**src/rtl/frame_builder.sv**
```systemverilog
// Builds a device-to-host response frame (SOF, STATUS, CMD, [ADDR], [DATA], CRC-8) into the UART TX FIFO.
// Define FRAME_BUILDER_ADDR_ECHO_EN to echo the request address in successful read responses.
module frame_builder #(
    parameter logic [7:0] SOF_DEVICE_TO_HOST = 8'h5A,
    parameter int         MAX_DATA_BYTES     = 64
) (
    input  logic                           clk,
    input  logic                           rst_n,
    input  logic                           build_start,
    input  logic [7:0]                     status,
    input  logic [7:0]                     cmd,
    input  logic [31:0]                    addr,
    input  logic [MAX_DATA_BYTES-1:0][7:0] data_in,
    output logic [7:0]                     tx_fifo_data,
    output logic                           tx_fifo_wr_en,
    input  logic                           tx_fifo_full,
    output logic                           builder_busy,
    output logic                           build_done
);

    localparam int IW = 7;
    localparam int AW = (MAX_DATA_BYTES > 1) ? $clog2(MAX_DATA_BYTES) : 1;

    typedef enum logic [2:0] {
        S_IDLE, S_SOF, S_STATUS, S_CMD, S_ADDR, S_DATA, S_CRC, S_DONE
    } state_t;

    typedef struct packed {
        logic [7:0]  status;
        logic [7:0]  cmd;
        logic [31:0] addr;
    } req_t;

    state_t                           state, state_nx;
    req_t                             req_q;
    logic [MAX_DATA_BYTES-1:0][7:0]   data_q;
    logic [IW-1:0]                    idx_q, idx_nx;
    logic [7:0]                       crc_q, crc_nx;
    logic [IW-1:0]                    len1, len_raw, data_len;
    logic [7:0]                       cur_byte;
    logic                             is_byte, covered, rd_ok;

    // Bit-serial CRC-8 (poly 0x07), MSB first, one whole byte per call.
    function automatic logic [7:0] crc8_step(input logic [7:0] c, input logic [7:0] b);
        logic [7:0] r;
        r = c;
        for (int i = 7; i >= 0; i--) begin
            if (r[7] ^ b[i]) r = {r[6:0], 1'b0} ^ 8'h07;
            else             r = {r[6:0], 1'b0};
        end
        return r;
    endfunction

    assign rd_ok = req_q.cmd[7] && (req_q.status == 8'h00);

    // Data length: (LEN+1) scaled by access size; SIZE=3 means no data phase.
    always_comb begin
        len1 = IW'(req_q.cmd[3:0]) + IW'(1);
        case (req_q.cmd[5:4])
            2'd0:    len_raw = len1;
            2'd1:    len_raw = len1 << 1;
            2'd2:    len_raw = len1 << 2;
            default: len_raw = '0;
        endcase
        data_len = (len_raw > IW'(MAX_DATA_BYTES)) ? IW'(MAX_DATA_BYTES) : len_raw;
    end

    always_comb begin
        cur_byte = 8'h00;
        is_byte  = 1'b1;
        covered  = 1'b0;
        case (state)
            S_SOF:    cur_byte = SOF_DEVICE_TO_HOST;
            S_STATUS: begin cur_byte = req_q.status; covered = 1'b1; end
            S_CMD:    begin cur_byte = req_q.cmd;    covered = 1'b1; end
            S_ADDR: begin
                covered = 1'b1;
                case (idx_q[1:0])
                    2'd0:    cur_byte = req_q.addr[7:0];
                    2'd1:    cur_byte = req_q.addr[15:8];
                    2'd2:    cur_byte = req_q.addr[23:16];
                    default: cur_byte = req_q.addr[31:24];
                endcase
            end
            S_DATA:   begin cur_byte = data_q[idx_q[AW-1:0]]; covered = 1'b1; end
            S_CRC:    cur_byte = crc_q;
            default:  is_byte = 1'b0;
        endcase
    end

    assign tx_fifo_wr_en = is_byte & ~tx_fifo_full;
    assign tx_fifo_data  = tx_fifo_wr_en ? cur_byte : 8'h00;
    assign builder_busy  = (state != S_IDLE);
    assign build_done    = (state == S_DONE);
    assign crc_nx        = (tx_fifo_wr_en && covered) ? crc8_step(crc_q, cur_byte) : crc_q;

    always_comb begin
        state_nx = state;
        idx_nx   = idx_q;
        case (state)
            S_IDLE:   if (build_start) state_nx = S_SOF;
            S_SOF:    if (tx_fifo_wr_en) state_nx = S_STATUS;
            S_STATUS: if (tx_fifo_wr_en) state_nx = S_CMD;
            S_CMD: if (tx_fifo_wr_en) begin
                idx_nx = '0;
                if (!rd_ok)               state_nx = S_CRC;
`ifdef FRAME_BUILDER_ADDR_ECHO_EN
                else                      state_nx = S_ADDR;
`else
                else if (data_len != '0) state_nx = S_DATA;
                else                      state_nx = S_CRC;
`endif
            end
            S_ADDR: if (tx_fifo_wr_en) begin
                if (idx_q == IW'(3)) begin
                    idx_nx   = '0;
                    state_nx = (data_len != '0) ? S_DATA : S_CRC;
                end else begin
                    idx_nx = idx_q + IW'(1);
                end
            end
            S_DATA: if (tx_fifo_wr_en) begin
                if (idx_q == data_len - IW'(1)) begin
                    idx_nx   = '0;
                    state_nx = S_CRC;
                end else begin
                    idx_nx = idx_q + IW'(1);
                end
            end
            S_CRC:   if (tx_fifo_wr_en) state_nx = S_DONE;
            S_DONE:  state_nx = S_IDLE;
            default: state_nx = S_IDLE;
        endcase
    end

    always_ff @(posedge clk or negedge rst_n) begin
        if (!rst_n) begin
            state  <= S_IDLE;
            req_q  <= '0;
            data_q <= '0;
            idx_q  <= '0;
            crc_q  <= 8'h00;
        end else begin
            state <= state_nx;
            idx_q <= idx_nx;
            if (state == S_IDLE && build_start) begin
                req_q  <= '{status: status, cmd: cmd, addr: addr};
                data_q <= data_in;
                crc_q  <= 8'h00;
            end else begin
                crc_q <= crc_nx;
            end
        end
    end

endmodule

```
**config.mk**
```make
export PLATFORM = sky130hd
export DESIGN_NAME = frame_builder
export DESIGN_NICKNAME = d
export VERILOG_FILES = /design/src/rtl/frame_builder.sv
export SDC_FILE = /design/constraint.sdc
export NUM_CORES = 1
export LEC_CHECK = 0
export BUFFER_PORTS_ARGS = -buffer_cell sky130_fd_sc_hd__buf_2
export CAP_MARGIN = 20
export CORE_MARGIN = 2
export CORE_UTILIZATION = 55
export DETAILED_ROUTE_END_ITERATION = 7
export PLACE_DENSITY_LB_ADDON = 0.2
export SYNTH_ARGS = -nofsm -noshare
export SYNTH_HDL_FRONTEND = slang
export SYNTH_SLANG_ARGS = --single-unit
export TNS_END_PERCENT = 10
```
**constraint.sdc**
```tcl
create_clock -name clk -period 5.9 [get_ports clk]
set_clock_uncertainty 0.2 [all_clocks]
set_input_delay 0.59 -clock clk [delete_from_list [all_inputs] [get_ports clk]]
set_output_delay 0.59 -clock clk [all_outputs]
set_load 0.01 [all_outputs]
```
* Word-level counts from Yosys, hierarchy flattened
Cells that the tools add are included.
Operators by class: mux-type cells 37, bitwise gates (word level) 18, reductions and logical operators 15, equality and inequality tests 22, magnitude comparators 2, add/sub/neg operators 3
Operators with widths (count):
- 3-bit two-way mux | 17
- 8-bit binary-select mux with 6-bit select | 1
- 8-bit case mux with 6 select lines | 1
- 7-bit two-way mux | 6
- 7-bit case mux with 3 select lines | 2
- 8-bit two-way mux | 4
- 3-bit NOT | 8
- 3-bit case mux with 8 select lines | 1
- 8-bit case mux with 3 select lines | 1
- 2-bit inequality test (second input constant) | 9
- 3-bit equality test (second input constant) | 4
- 9-bit AND reduction | 1
- 8-bit logical NOT | 1
- 1-bit bitwise XOR | 8
- 7-bit by 1-bit adder with 7-bit output (second input constant) | 1
- 7-bit by 2-bit equality test with 1-bit output (second input constant) | 1
- 7-bit equality test | 1
- 7-bit greater-than comparator (second input constant) | 1
- 6-bit by 7-bit < comparator with 1-bit output (second input constant) | 1
- 7-bit nonzero test | 1
- 7-bit by 1-bit subtractor with 7-bit output (second input constant) | 1
- 3-bit by 2-bit equality test with 1-bit output (second input constant) | 2
- 3-bit nonzero test | 2
- 6-bit OR reduction | 1
- other kinds (14) | 21
Word-level totals: output and inout port bits 11, logic and storage cells 167, register bits 578

* Longest topological paths before layout
depth after elaboration 21, gate-level depth with buffers 18

* Worst setup path after synthesis
Ideal clock, no wire load.
path kind register to register, start reg idx_q[0], end reg crc_q[2], clock period less this slack 4.170 ns, setup slack 1.730 ns, arrival 3.839 ns, stages on the path, launching flop included 18, setup time 0.131 ns, path through dfrtp_1 > buf_6 > buf_12 > buf_6 > buf_6 > buf_2 > inv_1 > ha_1 > clkbuf_1 > a222oi_1 > o21ai_0 > a21oi_1 > o21ai_0 > a311oi_2 > xor3_1 > xnor3_1 > nand3_1 > o211ai_1
Between the ends: longest elaborated chain between the ends 11, elaborated cells between the ends (all ways) 22, those cells by class eq/ne: 2; mux: 11; bitwise: 8; reduce/logical: 1
RTL lines:
- from (decl) | line 37 | logic [IW-1:0] idx_q, idx_nx;
- from (signal assigned) | line 145 | idx_q <= idx_nx;
- 8-bit binary-select mux with 6-bit select (tied with other cells) | line 85 | S_DATA: begin cur_byte = data_q[idx_q[AW-1:0]]; covered = 1'b1; end
- 8-bit two-way mux (not written as such) or 8-bit case mux with 3 select lines (tied branches) | line 85, 78
- 8-bit case mux with 6 select lines (*) | line 72 | case (state)
- 1-bit bitwise XOR | line 48 | if (r[7] ^ b[i]) r = {r[6:0], 1'b0} ^ 8'h07;
- 3-bit two-way mux | line 48
- 1-bit bitwise XOR or 3-bit NOT (tied branches)
- 3-bit two-way mux | line 48
- 3-bit NOT (no source line) or 1-bit bitwise XOR (tied branches)
- 3-bit two-way mux (*) | line 48
- 8-bit two-way mux (*) | line 95 | assign crc_nx = (tx_fifo_wr_en && covered) ? crc8_step(crc_q, cur_byte) : crc_q;
- 8-bit two-way mux (*) | line 146 | if (state == S_IDLE && build_start) begin
- to (signal assigned) | line 151 | crc_q <= crc_nx;
- to (decl) | line 38 | logic [7:0] crc_q, crc_nx;
Every way passes the cells marked *; elsewhere a longest branch is shown, timed or not. The select of a mux whose other input is x is not followed. A chain may end at the register's enable or synchronous reset.

* Worst setup path in the final report
start reg idx_q[0], end out tx_fifo_data[2]
Between the ends: longest elaborated chain between the ends 4, elaborated cells between the ends (all ways) 8, those cells by class eq/ne: 2; mux: 5; reduce/logical: 1
RTL lines:
- 8-bit binary-select mux with 6-bit select (tied with other cells) | line 85
- 8-bit two-way mux (not written as such) or 8-bit case mux with 3 select lines (tied branches) | line 85, 78
- 8-bit case mux with 6 select lines (*) | line 72
- 8-bit two-way mux (*) | line 92 | assign tx_fifo_data = tx_fifo_wr_en ? cur_byte : 8'h00;
- to (decl) | line 14 | output logic [7:0] tx_fifo_data,
Marks and branches as above.

==> impl_metrics.env <==
export IMPL_outcome="completed"
export IMPL_synth_cell_type_count=72
export IMPL_required_ps=5110
export IMPL_synth_flop_cell="dfrtp_1"
export IMPL_synthCells=1750
export IMPL_die_w_um=226
export IMPL_finalHoldViolations=0
export IMPL_root_buffer="clkbuf_16"
export IMPL_ctsHtreeMaxLevel=2
export IMPL_power_density_nw_per_um2=458
export IMPL_cp_common_cell="mux4_2"
export IMPL_multi_input_area_um2=12000
export IMPL_grt_remaining_overflow=0
export IMPL_ir_drop_mv=0.322
export IMPL_cp_endpoint="tx_fifo_data[2]"
export IMPL_path_cells="buf_4 > mux4_2 > mux4_2 > a22oi_1 > a31oi_1 > a221o_1 > nor2b_1 > buf_2"
export IMPL_clkLatencyLatePin_ps=650
export IMPL_top_usage_layer="met2"
export IMPL_syn_area_um2=27100
export IMPL_timing_rr_start="idx_q[0]$_DFFE_PN0P_"
export IMPL_first_pass_iters=8
export IMPL_dieArea_um2=51000
export IMPL_drt_total_wl_um=91600
export IMPL_slowest_delay_ps=1070
export IMPL_placed_area_um2=30500
export IMPL_crit_type="reg2out"
export IMPL_cts_sinks=578
export IMPL_min_path_type="in2reg"
export IMPL_dp_hpwl_um=56700
export IMPL_reg2reg_depth=10
export IMPL_relSlewSlack_pct=31.1
export IMPL_grt_max_degree=146
export IMPL_total_power_mw=17.4
export IMPL_layout_common_cells="573 x dfrtp_1, 573 x buf_2, 566 x mux2_2, 516 x dlygate4sd3_1, 137 x mux4_2"
export IMPL_drc_errors=0
export IMPL_synthArstFlopShare_pct=100
export IMPL_drive_gt1_share_pct=49.9
export IMPL_crit_start="idx_q[0]$_DFFE_PN0P_"
export IMPL_worst_pin_slew_ps=1030
export IMPL_fin_setup_tns_ps=0
export IMPL_fp_row_count=81
export IMPL_cp_arrival_ps=4430
export IMPL_reg2reg_slack_ps=1170
export IMPL_use_met2_pct=61.0
export IMPL_maxCapViolations=0
export IMPL_numCtsBuffers=60
export IMPL_avgViaCountPerCell=5.80
export IMPL_seq_area_frac_synth_pct=53.4
export IMPL_final_area_um2=38000
export IMPL_grt_setup_unrepaired="no"
export IMPL_start_util_pct=55.5
export IMPL_wl_per_cell_um=25.8
export IMPL_synth_warnings=0
export IMPL_first_global_vias=22868
export IMPL_dr_first_iter_drc_count=1730
export IMPL_synth_edf_count=0
export IMPL_min_period_ps=5220
export IMPL_grt_usage_pct=36.0
export IMPL_ff_latch_area_um2=14500
export IMPL_fillCellCount=2746
export IMPL_leakage_nw=16.6
export IMPL_fin_nets=3375
export IMPL_routabilityCongestion=0.898
export IMPL_slowest_stage="dfrtp_4"
export IMPL_clkTransAtPathRegs_ps=60
export IMPL_critPathMaxFanout=44
export IMPL_end_kind="primary output"
export IMPL_core_area_um2=48700
export IMPL_slew_violations=0
export IMPL_vias=20587
export IMPL_clock_fmax_ghz=0.191
export IMPL_ys_ff_latch=578
export IMPL_cts_buffer_depth=3
export IMPL_setup_viol=0
export IMPL_ant_nets=0
export IMPL_area_delta_synth_final_pct=40.3
export IMPL_use_met1_pct=44.2
export IMPL_synth_fp_nets=2321
export IMPL_critPathLaunchType="flop"
export IMPL_grt_pass1_wl_um=137000
export IMPL_cts_tree="yes"
export IMPL_period_share_pct=88.5
export IMPL_met3_usage_pct=7.16
export IMPL_worstReg2RegEnd="crc_q[2]$_DFFE_PN0P_"
export IMPL_antenna_found_initial=33
export IMPL_boundaryPins=575
export IMPL_die_y_um=226
export IMPL_synth_area_per_cell_um2=15.5
export IMPL_portBuffers=574
-- report_power, final --
group / internal [mW] / switching [mW] / total (mW)
combinational: 3.53 / 2.30 / 5.83
sequential: 5.91 / 1.45 / 7.36
clock: 2.51 / 1.70 / 4.21
-- worst min path at each step --
stage,from,end,cells after the start
floorplan,rst_n,crc_q[0]$_DFFE_PN0P_,0
global placement,data_q[30]$_DFFE_PN0P_,data_q[30]$_DFFE_PN0P_,1
detailed placement,data_q[167]$_DFFE_PN0P_,data_q[167]$_DFFE_PN0P_,1
CTS,data_in[385],data_q[385]$_DFFE_PN0P_,2
global route,data_in[364],data_q[364]$_DFFE_PN0P_,2
finish,data_in[335],data_q[335]$_DFFE_PN0P_,2
-- critical path: cells and delay by family (launching register included) --
kind / cells / cell delay (ps)
buffers and inverters: 2 / 590
muxes: 2 / 1020
and+or+nand+nor: 1 / 200
AOI/OAI and AO/OA: 3 / 920
DFF: 1 / 1070
-- flip-flops by register name, indices dropped and copies added (netlist names) --
name and flops:
req_q 48, state 3, idx_q 7, crc_q 8
data_q 512
-- synth_stat cells, types with 6 or more instances --
library cell,n,area share [%]
xor2_1,10,0.32
clkbuf_1,83,1.2
nor2b_1,12,0.28
mux2i_1,27,1.0
nand2b_1,6,0.14
dfrtp_1,578,53
nor2_1,27,0.37
xnor2_1,19,0.61
o21ai_0,24,0.44
inv_1,8,0.11
buf_2,18,0.33
a222oi_1,9,0.33
a21oi_1,14,0.26
buf_1,10,0.14
nand2_1,47,0.65
a22o_1,10,0.32
ha_1,7,0.32
a22oi_1,8,0.22
nand3_1,13,0.24
mux4_1,9,0.87
buf_6,9,0.37
mux2_2,566,24
mux4_2,137,11
-- logic make-up (layout without fill, tap and decap cells) --
kind of cell,Yosys count,in the layout,synth area share (%)
and+or+nand+nor,135,135,2.40
DFF,578,578,53.4
buffers and inverters,133,1235,2.32
xor gates and xnor gates,33,33,1.26
adders and majority gates,7,7,0.324
muxes,741,741,36.9
AOI/OAI and AO/OA,123,123,3.38
other,0,35,0
-- final cells by class --
| cell class | instances | area share (%) |
|---|---|---|
| sequential | 578 | 38.1 |
| inverter | 9 | 0.0889 |
| timing repair buffer | 1116 | 22.1 |
| multi-input combinational | 1039 | 31.5 |
| tap | 664 | 2.19 |
| clock buffer | 82 | 4.59 |
| clock inverter | 28 | 1.16 |
| antenna | 35 | 0.231 |
-- repair_timing --
| action | 4_1_cts | 5_1_grt |
|---|---|---|
| hold buffers | 516 | 0 |
| buffers inserted | 0 | 0 |
| endpoints found under the hold margin | 633 | 0 |
| resized for setup | 0 | 0 |
-- per-layer routing --
layer	vias up	part of all wire [%]
li1	8754	-
met1	10487	37
met3	305	6.7
met5	-	0.064
met4	10	5.2
met2	1031	51
-- stage by stage --
| stage | hold WS (ps) | cells | util (%) | setup slack (ps) |
|---|---|---|---|---|
| global placement | 283 | 2890 | 62.7 | 1290 |
| global route | 11.0 | 3541 | 77.9 | 504 |
| finish | 25.9 | 3551 | 77.9 | 677 |
| detailed placement | 291 | 2890 | 62.7 | 1180 |
| CTS | 0.124 | 3516 | 77.7 | 570 |
| floorplan | 94.4 | 1750 | - | 1730 |
(Power assumes the default switching activity.)
